===== config.mk =====
export PLATFORM = sky130hd
export DESIGN_NAME = comparador_serial_flat
export DESIGN_NICKNAME = d
export VERILOG_FILES = /design/src/rtl/comparador_serial_if.sv /design/src/rtl/comparador_serial.sv /design/src/flat_wrapper.sv
export SDC_FILE = /design/constraint.sdc
export NUM_CORES = 1
export LEC_CHECK = 0
export CELL_PAD_IN_SITES_DETAIL_PLACEMENT = 2
export CELL_PAD_IN_SITES_GLOBAL_PLACEMENT = 2
export CORE_ASPECT_RATIO = 1.75
export CORE_MARGIN = 2
export CORE_UTILIZATION = 34
export DETAILED_ROUTE_END_ITERATION = 10
export PLACE_DENSITY = 0.89
export SKIP_LAST_GASP = 1
export SLEW_MARGIN = 20
export SYNTH_ARGS = -nofsm -noshare
export SYNTH_HDL_FRONTEND = slang
export SYNTH_SLANG_ARGS = --single-unit

===== constraint.sdc =====
create_clock -name clk -period 6.5 [get_ports clk]
set_clock_uncertainty 0.15 [all_clocks]
set_input_delay 1.95 -clock clk [delete_from_list [all_inputs] [get_ports clk]]
set_output_delay 1.95 -clock clk [all_outputs]
set_load 0.02 [all_outputs]

===== src/rtl/comparador_serial_if.sv =====
// Operand/command and result bundle for the bit-serial magnitude comparator.
interface comparador_serial_if #(
  parameter int WIDTH = 8
);
  logic             start;
  logic [WIDTH-1:0] wordA;
  logic [WIDTH-1:0] wordB;
  logic             dir;
  logic             signed_mode;
  logic             busy;
  logic             done;
  logic             lt;
  logic             eq;
  logic             gt;
  logic             z;

  modport master (
    output start, wordA, wordB, dir, signed_mode,
    input  busy, done, lt, eq, gt, z
  );

  modport slave (
    input  start, wordA, wordB, dir, signed_mode,
    output busy, done, lt, eq, gt, z
  );
endinterface


===== src/rtl/comparador_serial.sv =====
// Bit-serial comparator: one bit pair per clock, either scan order, optional
// early exit on the first MSB-side difference, unsigned or two's complement.
//
// state | meaning
// IDLE  | waiting for start, results held
// SCAN  | processing one bit pair per edge, busy=1
// DONE  | one-cycle done pulse, results just updated; start restarts
module comparador_serial #(
  parameter int WIDTH      = 8,
  parameter bit EARLY_EXIT = 1'b1
) (
  input  logic               clk,
  input  logic               rst_n,
  comparador_serial_if.slave bus
);
  localparam int              IW      = (WIDTH > 1) ? $clog2(WIDTH) : 1;
  localparam logic [IW-1:0]   IDX_MSB = IW'(WIDTH - 1);

  typedef enum logic [1:0] {IDLE, SCAN, DONE} state_t;

  state_t           state_q, state_d;
  logic [WIDTH-1:0] a_q, a_d, b_q, b_d;
  logic             dir_q, dir_d, sgn_q, sgn_d;
  logic [IW-1:0]    idx_q, idx_d;
  logic             lt_t_q, lt_t_d, gt_t_q, gt_t_d;
  logic             lt_q, lt_d, eq_q, eq_d, gt_q, gt_d;
  logic             a_bit, b_bit, a_wins, last_bit, early;

  always_ff @(posedge clk or negedge rst_n) begin
    if (!rst_n) begin
      state_q <= IDLE;
      a_q     <= '0;
      b_q     <= '0;
      dir_q   <= 1'b0;
      sgn_q   <= 1'b0;
      idx_q   <= '0;
      lt_t_q  <= 1'b0;
      gt_t_q  <= 1'b0;
      lt_q    <= 1'b0;
      eq_q    <= 1'b0;
      gt_q    <= 1'b0;
    end else begin
      state_q <= state_d;
      a_q     <= a_d;
      b_q     <= b_d;
      dir_q   <= dir_d;
      sgn_q   <= sgn_d;
      idx_q   <= idx_d;
      lt_t_q  <= lt_t_d;
      gt_t_q  <= gt_t_d;
      lt_q    <= lt_d;
      eq_q    <= eq_d;
      gt_q    <= gt_d;
    end
  end

  always_comb begin
    state_d  = state_q;
    a_d      = a_q;
    b_d      = b_q;
    dir_d    = dir_q;
    sgn_d    = sgn_q;
    idx_d    = idx_q;
    lt_t_d   = lt_t_q;
    gt_t_d   = gt_t_q;
    lt_d     = lt_q;
    eq_d     = eq_q;
    gt_d     = gt_q;
    early    = 1'b0;
    a_bit    = a_q[idx_q];
    b_bit    = b_q[idx_q];
    // The sign bit carries negative weight, so a 1 there means "smaller".
    a_wins   = a_bit ^ (sgn_q && (idx_q == IDX_MSB));
    last_bit = dir_q ? (idx_q == '0) : (idx_q == IDX_MSB);

    case (state_q)
      IDLE, DONE: begin
        if (bus.start) begin
          a_d     = bus.wordA;
          b_d     = bus.wordB;
          dir_d   = bus.dir;
          sgn_d   = bus.signed_mode;
          lt_t_d  = 1'b0;
          gt_t_d  = 1'b0;
          idx_d   = bus.dir ? IDX_MSB : '0;
          state_d = SCAN;
        end else if (state_q == DONE) begin
          state_d = IDLE;
        end
      end
      SCAN: begin
        if (a_bit != b_bit) begin
          // MSB-first keeps only the first difference; LSB-first lets later
          // (more significant) differences overwrite earlier ones.
          if (!dir_q || !(lt_t_q || gt_t_q)) begin
            lt_t_d = ~a_wins;
            gt_t_d = a_wins;
          end
          early = dir_q && EARLY_EXIT;
        end
        if (last_bit || early) begin
          state_d = DONE;
          lt_d    = lt_t_d;
          gt_d    = gt_t_d;
          eq_d    = ~(lt_t_d | gt_t_d);
        end else begin
          idx_d = dir_q ? (idx_q - IW'(1)) : (idx_q + IW'(1));
        end
      end
      default: state_d = IDLE;
    endcase
  end

  assign bus.busy = (state_q == SCAN);
  assign bus.done = (state_q == DONE);
  assign bus.lt   = lt_q;
  assign bus.eq   = eq_q;
  assign bus.gt   = gt_q;
  assign bus.z    = lt_q | eq_q;
endmodule


===== src/flat_wrapper.sv =====
// flat-port wrapper written by rule: the top's interface ports become plain ports
module comparador_serial_flat 
#(
  parameter int WIDTH      = 8,
  parameter bit EARLY_EXIT = 1'b1
)
  (clk, rst_n, bus_start, bus_wordA, bus_wordB, bus_dir, bus_signed_mode, bus_busy, bus_done, bus_lt, bus_eq, bus_gt, bus_z);
  comparador_serial_if #(.WIDTH(WIDTH)) bus_i ();
  input  logic clk;
  input  logic rst_n;
  input wire logic [$bits(bus_i.start)-1:0] bus_start;
  input wire logic [$bits(bus_i.wordA)-1:0] bus_wordA;
  input wire logic [$bits(bus_i.wordB)-1:0] bus_wordB;
  input wire logic [$bits(bus_i.dir)-1:0] bus_dir;
  input wire logic [$bits(bus_i.signed_mode)-1:0] bus_signed_mode;
  output wire logic [$bits(bus_i.busy)-1:0] bus_busy;
  output wire logic [$bits(bus_i.done)-1:0] bus_done;
  output wire logic [$bits(bus_i.lt)-1:0] bus_lt;
  output wire logic [$bits(bus_i.eq)-1:0] bus_eq;
  output wire logic [$bits(bus_i.gt)-1:0] bus_gt;
  output wire logic [$bits(bus_i.z)-1:0] bus_z;
  assign bus_i.start = bus_start;
  assign bus_i.wordA = bus_wordA;
  assign bus_i.wordB = bus_wordB;
  assign bus_i.dir = bus_dir;
  assign bus_i.signed_mode = bus_signed_mode;
  assign bus_busy = bus_i.busy;
  assign bus_done = bus_i.done;
  assign bus_lt = bus_i.lt;
  assign bus_eq = bus_i.eq;
  assign bus_gt = bus_i.gt;
  assign bus_z = bus_i.z;
  comparador_serial #(.WIDTH(WIDTH), .EARLY_EXIT(EARLY_EXIT)) u_core (.clk(clk), .rst_n(rst_n), .bus(bus_i));
endmodule

# After elaboration in Yosys (flattened, before gate mapping)
# Cells that the tools add are included.
[totals] register_bits=28 inputBits=21 output_inout_bits=6 wordCells=67
[classes] addsub=2 n_lt_le_gt_ge=1 n_eq_ne=8 muxes=25 bitwise_logic=5 reduce_logical=15
[ops] operator="1-bit 2-to-1 mux" count=12
[ops] operator="3-bit 2-to-1 mux" count=4
[ops] operator="2-bit AND reduction" count=4
[ops] operator="1-bit binary-select mux with 3-bit select" count=2
[ops] operator="2-bit 2-to-1 mux" count=3
[ops] operator="3-bit one-hot mux with 2 select lines" count=1
[ops] operator="3-bit by 4-bit less-than comparator with 1-bit output (second input constant)" count=1
[ops] operator="2-bit inequality test (second input constant)" count=2
[ops] operator="1-bit one-hot mux with 2 select lines" count=2
[ops] operator="2-bit one-hot mux with 2 select lines" count=1
[ops] operator="3-bit by 1-bit adder with 3-bit output (second input constant)" count=1
[ops] operator="3-bit == test (second input constant)" count=1
[ops] operator="3-bit zero test" count=1
[ops] operator="1-bit logical OR" count=3
[ops] operator="3-bit inequality test (second input constant)" count=1
[ops] operator="3-bit AND reduction" count=1
[ops] operator="3-bit by 1-bit subtractor with 3-bit output (second input constant)" count=1
[ops] operator="2-bit by 1-bit == test with 1-bit output (second input constant)" count=1
[ops] operator="2-bit == test (second input constant)" count=1
[ops] operator="1-bit zero test" count=2
[ops] operator="2-bit zero test" count=1
[ops] operator="2-bit by 1-bit inequality test with 1-bit output (second input constant)" count=1
[ops] operator="1-bit NOT" count=2
[ops] operator="1-bit bitwise OR" count=2
[ops] operator="5 further kinds" count=5

# Longest topological paths before layout
# Gate-level depths: netlist of the first run.
[logic_depth] ltp_word=9 depth_mapped=7 ltp_nobuf=6

# Least setup slack after synthesis of the first run
# No wires, ideal clock.
[synth_path] path_type="input to register" from="input port bus_start" to="register u_core.idx_q[2]" setup_time_ns=0.120 t_arrival_ns=2.686 required_ns=6.230 setup_slack_ns=3.544 stages=4 n_path_buf=1 cell_sequence="nor2b_1 > clkbuf_1 > or3_1 > and3_1"
[synth_via] elab_chain_cells=2
[synth_rtl] element="start: declaration" line="flat_wrapper.sv:11" text="input wire logic [$bits(bus_i.start)-1:0] bus_start;"
[synth_rtl] element="2-bit inequality test (no line)"
[synth_rtl] element="3-bit AND reduction (no line)"
[synth_rtl] element="end signal: assignment" line="comparador_serial.sv:48" text="idx_q <= idx_d;"
[synth_rtl] element="end: declaration" line="comparador_serial.sv:24" text="logic [IW-1:0] idx_q, idx_d;"
# Every way passes these cells.
# A chain may end at the register's enable or synchronous reset.

# Final worst setup path of the first run
[layout_path] from="register u_core.state_q[1]" to="output port bus_busy"
[layout_via] elab_chain_cells=1
[layout_rtl] element="start: declaration" line="comparador_serial.sv:21" text="state_t state_q, state_d;"
[layout_rtl] element="start signal: assignment" line="comparador_serial.sv:43" text="state_q <= state_d;"
[layout_rtl] element="2-bit by 1-bit == test with 1-bit output" line="comparador_serial.sv:114" text="assign bus.busy = (state_q == SCAN);"
[layout_rtl] element="end: declaration" line="flat_wrapper.sv:16" text="output wire logic [$bits(bus_i.busy)-1:0] bus_busy;"
# Every way passes these cells.

==> summary.md, run 1 <==
| Metric | Value |
|---|---|
| Sequential-to-total area share from yosys stat | `47.7%` |
| Clock buffer depth | `2` |
| Initial core utilization | `a little over a third` |
| PD cells | `between 500 and 600 nW/um2` |
| Sequential cell area | `around 700 um2` |
| Ratio of cells with drive above 1 in the final layout | `13.5%` |
| CTS tree | `done` |
| Period Utilization, post-route | `roughly 60%` |
| # hold bufs at CTS | `0` |
| Skew-Pair Late Insertion Delay | `0.28 ns` |
| CP cell instances | `nand2b_2, inv_1, clkdlybuf4s50_1` |
| Slew @ Worst Pin | `0.663 ns` |
| Via Count | `1,179` |
| Fmax achieved | `258 MHz` |
| CTS sink cnt | `28` |
| Die Y-Extent | `91.0 um` |
| Min Hold Slack | `0.335 ns` |
| Most common cell after layout, fill and taps aside | `nand2_1` |
| Slew Limit Fails | `0` |
| Total Routing Usage GR | `a little under a fifth` |
| CP max FO | `7` |
| Non-Filler Instances | `220` |
| DP Cell Count | `216` |
| Synth Cell Area | `1470 um2` |
| Avg Cell Area, Syn | `9.93 um2` |
| Most frequent cells in the layout | `nand2_1 (53), dfrtp_1 (28), clkdlybuf4s50_1 (26)` |
| Crit start category | `flip-flop` |
| Worst VDD drop | `0.000235 V` |
| Largest net degree at the start of global routing | `29` |
| Antenna Violating Nets Remaining | `0` |
| # DRC | `0` |
| Post-DP HPWL | `2830 um` |
| Die area | `between 4000 and 5000 um2` |
| Vias in the first global route | `about 1,300` |
| Final nets | `194` |
| CP bufs+invs | `2` |
| Hold Crit Class | `reg -> reg` |
| Final Hold Fails | `0` |
| Initial antenna violation count | `0` |
| Synth warn | `0` |
| Cells after synthesis | `148` |
| Antenna Cells | `0` |
| Leakage | `0.822 nW` |
| Status | `finished clean` |
| TritonCTS Buffers | `3` |
| GPL Wtd Cong | `approximately 0.74` |
| Critical path's slowest cell | `clkdlybuf4s50_1` |
| Multi-input gate area | `between 700 and 800 um2` |
| Final TNS setup | `0 ns` |
| H-tree lvl count | `1` |
| Distinct cells, synth | `41` |
| CTS resizes | `0` |
| Crit path DAT | `1.77 ns` |
| Die W | `53.7 um` |
| Iter 0 DRT Violations | `13` |
| First-pass GRT wire length | `6490 um` |
| Post-synthesis register bit count | `28` |
| Max-Cap Viols | `0` |
| Vias per cell | `5.36` |
| Unrepaired setup endpoints after global routing | `no` |
| Fill cells | `446` |
| I/O pin total | `27` |
| Worst slew margin | `55.8%` |
| Layout area overhead | `23.7%` |
| Setup repair bufs after CTS | `0` |
| CP delay by family, top | `buffers and inverters` |
| Final min period | `roughly 3.9 ns` |
| Post-Route WL | `3840 um` |
| Final setup vio count | `0` |
| Clock root cell | `clkbuf_8` |
| Wire per inst | `17.4 um` |
| Cell row count | `31` |
| IO Port Bufs | `26` |
| Total grt overflow | `0` |
| Max stage delay on crit path | `0.64 ns` |
| Core footprint | `~4200 um2` |
| CP required | `4.40 ns` |
| DRT Pass-1 Iters | `4` |
| Crit path kind | `reg -> out` |
| Clock slew at reported path FFs | `0.10 ns` |
| Endpoint class of the critical path | `output port` |
| Post-synth net total | `170` |
| Final core utilization | `43.8%` |
==> sequential cells by signal, summed over array words and instances, names as in the netlist <==
signal / cells
u_core.gt_t_q: 1
u_core.bus.eq: 1
u_core.dir_q: 1
u_core.state_q: 2
u_core.a_q: 8
u_core.sgn_q: 1
u_core.bus.lt: 1
u_core.idx_q: 3
u_core.b_q: 8
u_core.lt_t_q: 1
u_core.bus.gt: 1
==> cell type report <==
cell class / instances / share of cell area [%]
Sequential cell: 28 / 38.6
Multi-Input combinational cell: 106 / 38.8
Tap cell: 49 / 3.37
Timing Repair Buffer: 28 / 15.2
Clock buffer: 4 / 3.03
Inverter: 5 / 1.03
==> final timing paths <==
path / startpoint / end / slack (ns) / cells past startpoint
worst max register to register: u_core.idx_q[0] / u_core.idx_q[0] / 3.79 / 6
min in group asynchronous: rst_n / u_core.dir_q / 1.89 / 2
max in group asynchronous: rst_n / u_core.b_q[6] / 4.04 / 2
worst min register to register: u_core.a_q[6] / u_core.a_q[6] / 0.34 / 2
worst min-delay path: u_core.a_q[6] / u_core.a_q[6] / 0.34 / 2
worst max-delay path: u_core.state_q[1] / bus_busy / 2.63 / 3
==> cells in the mapped netlist, drive strengths merged <==
cell type,instances,area share [%]
clkbuf,6,1.5
nor2,5,1.4
xnor2,2,1.7
dfrtp,28,48
nand2,53,14
nand4,1,0.43
nor3,1,0.34
buf,3,1.4
o31a,3,2.0
fa,1,1.4
nand2b,3,1.4
o2111ai,1,0.60
a221o,1,0.68
or3,1,0.43
a221oi,1,0.60
o211ai,1,0.51
a2111oi,1,0.60
nor2b,2,0.85
a22o,2,1.2
and3,1,0.43
a21oi,1,0.60
o211a,1,0.68
mux4,4,6.1
nand3,3,1.0
mux2,3,3.1
o41ai,1,1.1
or2,2,0.85
mux2i,1,1.5
and4,1,0.60
inv,5,1.3
or4,1,0.51
o21ai,5,1.7
o22a,1,0.60
a211oi,1,0.85
o32a,1,0.68
==> stage by stage <==
| stage | power, mW | instance area (um2) | setup slack, ns |
|---|---|---|---|
| 2_1_floorplan | 0.789 | 1470 | 3.54 |
| 3_3_place_gp | 0.908 | 1760 | 2.92 |
| 5_1_grt | 1.14 | 1820 | 2.54 |
| 6_report | 1.05 | 1820 | 2.63 |
| 3_5_place_dp | 0.952 | 1760 | 2.71 |
| 4_1_cts | 1.07 | 1820 | 2.63 |
==> worst reg2reg max path, cell delays in order, from the launching register on <==
cell and delay [ns]:
dfrtp_1 0.61, mux4_2 0.60, mux2_4 0.33, xnor2_2 0.16
a211oi_2 0.38, nor3_1 0.08, a221o_1 0.28
==> report_power, final <==
| group | internal, mW | switching (mW) | total, mW |
|---|---|---|---|
| Clock | 0.0545 | 0.0587 | 0.113 |
| Sequential | 0.261 | 0.0895 | 0.351 |
| Combinational | 0.284 | 0.306 | 0.590 |
| Total | 0.600 | 0.454 | 1.05 |
==> kinds of logic after synthesis <==
group	Yosys count	share of synthesized area (%)
AND/OR/NAND/NOR	74	21.9
flip-flops	28	47.7
AO/OA/AOI/OAI	21	12.4
buffers and inverters	14	4.26
multiplexers	8	10.7
XOR/XNOR	2	1.70
adder cells (fa/ha/maj)	1	1.36
==> layer usage <==
metal | share of wire, % | track usage [%] | vias to the layer above
li1 | - | - | 547
met1 | 38 | 21.1 | 604
met2 | 57 | 31.8 | 19
met3 | 1.8 | 1.48 | 9
met4 | 2.9 | 7.91 | 0
met5 | 0 | 0 | -
Note: power is estimated with default switching activity, not from simulation.
==> inputs of run 2 (changes only) <==
Settings changed: CORE_UTILIZATION 34 to 32, PLACE_DENSITY 0.89 to 0.85.
Clock period 6.5 ns to 4.1 ns, I/O delays scaled along.
==> run 2 against run 1 <==
Die area increased by 5.9%. Critical path depth stayed put. Final cell count is 0.91% higher. Non-clock buffer count stayed put.
==> summary.md, run 2 (synthesis results as in run 1) <==
| Metric | Value |
|---|---|
| I/O pin total | `27 (unchanged)` |
| Crit path DAT | `1.75 ns (was 1.77 ns)` |
| Most frequent cells in the layout | `nand2_1 (53), dfrtp_1 (28), clkdlybuf4s50_1 (26) (unchanged)` |
| Final setup vio count | `0 (unchanged)` |
| Final min period | `3.13 ns` |
| Status | `finished clean (unchanged)` |
| Die Y-Extent | `93.6 um (was 91.0 um)` |
| Fmax achieved | `320 MHz` |
| Post-Route WL | `3850 um (was 3840 um)` |
| Worst slew margin | `57.2% (was 55.8%)` |
| Total Power | `1.73 mW (was 1.05 mW)` |
| Layout area overhead | `25.0% (was 23.7%)` |
| CP required | `2.72 ns (was 4.40 ns)` |
| Core footprint | `4400 um2 (was 4150 um2)` |
| Via Count | `1,165 (was 1,179)` |
| Antenna Cells | `0 (unchanged)` |
| Period Utilization, post-route | `between 70 and 80%` |
| Final TNS setup | `0 ns (unchanged)` |
| Initial core utilization | `33.4% (was 35.4%)` |
| Max-Cap Viols | `0 (unchanged)` |
| Wire per inst | `17.3 um (was 17.4 um)` |
| Seq pwr share | `32.1% (was 33.3%)` |
| CTS tree | `done (unchanged)` |
| CTS sink cnt | `28 (unchanged)` |
| Clk network pwr share | `13.0% (was 10.7%)` |
| Setup repair bufs after CTS | `0 (unchanged)` |
| Antenna Violating Nets Remaining | `0 (unchanged)` |
| Final Hold Fails | `0 (unchanged)` |
| Final core utilization | `41.7% (was 43.8%)` |
| Unrepaired setup endpoints after global routing | `no (unchanged)` |
| Clock buffer depth | `2 (unchanged)` |
| Post-DP HPWL | `2850 um (was 2830 um)` |
| Comb pwr share | `54.8% (was 56.0%)` |
| Regs by FF count | `u_core.a_q: 8 flops, u_core.b_q: 8 flops, u_core.idx_q: 3 flops (unchanged)` |
| Cell row count | `32 (was 31)` |
| Non-Filler Instances | `222 (was 220)` |
| DP Cell Count | `218 (was 216)` |
| Hold Crit Class | `reg -> reg (unchanged)` |
| Clock root cell | `clkbuf_8 (unchanged)` |
| Final nets | `194 (unchanged)` |
| Fill cells | `503 (was 446)` |
| Slew Limit Fails | `0 (unchanged)` |
| Vias per cell | `5.25 (was 5.36)` |
| IO Port Bufs | `26 (unchanged)` |
| Largest net degree at the start of global routing | `29 (unchanged)` |
| Total Routing Usage GR | `16.3% (was 18.1%)` |
| Die area | `5170 um2 (was 4880 um2)` |
| Skew-Pair Late Insertion Delay | `0.29 ns (was 0.28 ns)` |
| H-tree lvl count | `1 (unchanged)` |
| Slew @ Worst Pin | `0.642 ns (was 0.663 ns)` |
| CTS resizes | `0 (unchanged)` |
| Vias in the first global route | `1,304 (was 1,331)` |
| DRT Pass-1 Iters | `4 (unchanged)` |
| Worst VDD drop | `0.000454 V (was 0.000235 V)` |
| Clock slew at reported path FFs | `0.11 ns (was 0.10 ns)` |
| CP max FO | `7 (unchanged)` |
| Switching power total | `0.731 mW (was 0.454 mW)` |
| Iter 0 DRT Violations | `19 (was 13)` |
| Ratio of cells with drive above 1 in the final layout | `13.5% (unchanged)` |
| Initial antenna violation count | `0 (unchanged)` |
| Endpoint class of the critical path | `output port (unchanged)` |
| # hold bufs at CTS | `0 (unchanged)` |
| Total grt overflow | `0 (unchanged)` |
| Switch share | `42.3% (was 43.1%)` |
| Crit path kind | `reg -> out (unchanged)` |
| # DRC | `0 (unchanged)` |
| Crit start category | `flip-flop (unchanged)` |
| GPL Wtd Cong | `0.754 (was 0.739)` |
| PD cells | `941 nW/um2 (was 580 nW/um2)` |
| Leakage | `0.829 nW (was 0.822 nW)` |
| Most common cell after layout, fill and taps aside | `nand2_1 (unchanged)` |
| Die W | `55.2 um (was 53.7 um)` |
| TritonCTS Buffers | `3 (unchanged)` |
| First-pass GRT wire length | `6440 um (was 6490 um)` |
| Internal power | `0.996 mW (was 0.600 mW)` |
-- run 2: changes by cell type in the layout (fill, tap and decap cells not counted), sizes merged --
cell / before / now
clkbuf: 4 / 3
bufinv: 0 / 1
-- run 2: layout make-up --
cell class	instances	area [um2]	area share [%]
multi-input cells	106	706	38.4
clock inverters	1	30.0	1.64
flip-flops and latches	28	701	38.2
repair buffers	28	275	15.0
well taps	51	63.8	3.48
inverters	5	18.8	1.02
clock buffers	3	41.3	2.25
-- run 2: through the flow --
| step | hold WS [ns] | instance area (um2) | setup slack [ns] |
|---|---|---|---|
| after floorplan | 0.290 | 1470 | 1.76 |
| after global placement | 0.305 | 1760 | 1.23 |
| after detailed placement | 0.311 | 1760 | 1.15 |
| after CTS | 0.342 | 1840 | 0.954 |
| after global routing | 0.349 | 1840 | 0.893 |
| final | 0.334 | 1840 | 0.972 |
-- run 2: critical path, stage by stage (launching register included) --
cell	delay (ns)
dfrtp_1	0.39
nand2b_2	0.26
inv_1	0.18
clkdlybuf4s50_1	0.63
-- run 2: layer usage --
| layer | wire [um] | global-route usage (%) | share of wire [%] |
|---|---|---|---|
| met3 | 103 | 2.63 | 2.7 |
| met4 | 55 | 5.49 | 1.4 |
| met2 | 2270 | 32.1 | 59 |
| met5 | 0 | 0 | 0 |
| met1 | 1420 | 17.1 | 37 |
-- run 2: final timing paths --
kind	startpoint	end	slack, ns	depth (start not counted)
min	u_core.b_q[7]	u_core.b_q[7]	0.33	2
min reg2reg	u_core.b_q[7]	u_core.b_q[7]	0.33	2
max in group asynchronous	rst_n	u_core.a_q[1]	2.35	2
max reg2reg	u_core.idx_q[0]	u_core.idx_q[0]	1.36	6
min in group asynchronous	rst_n	u_core.bus.lt	1.16	2
max	u_core.state_q[1]	bus_busy	0.97	3
-- run 2: power groups by stage --
stage | logic [mW] | registers (mW) | clock network [mW]
detailed placement | 0.948 | 0.562 | 0
floorplan | 0.765 | 0.486 | 0
global placement | 0.887 | 0.544 | 0
CTS | 0.966 | 0.557 | 0.232
global route | 1.04 | 0.580 | 0.239
finish | 0.947 | 0.555 | 0.225
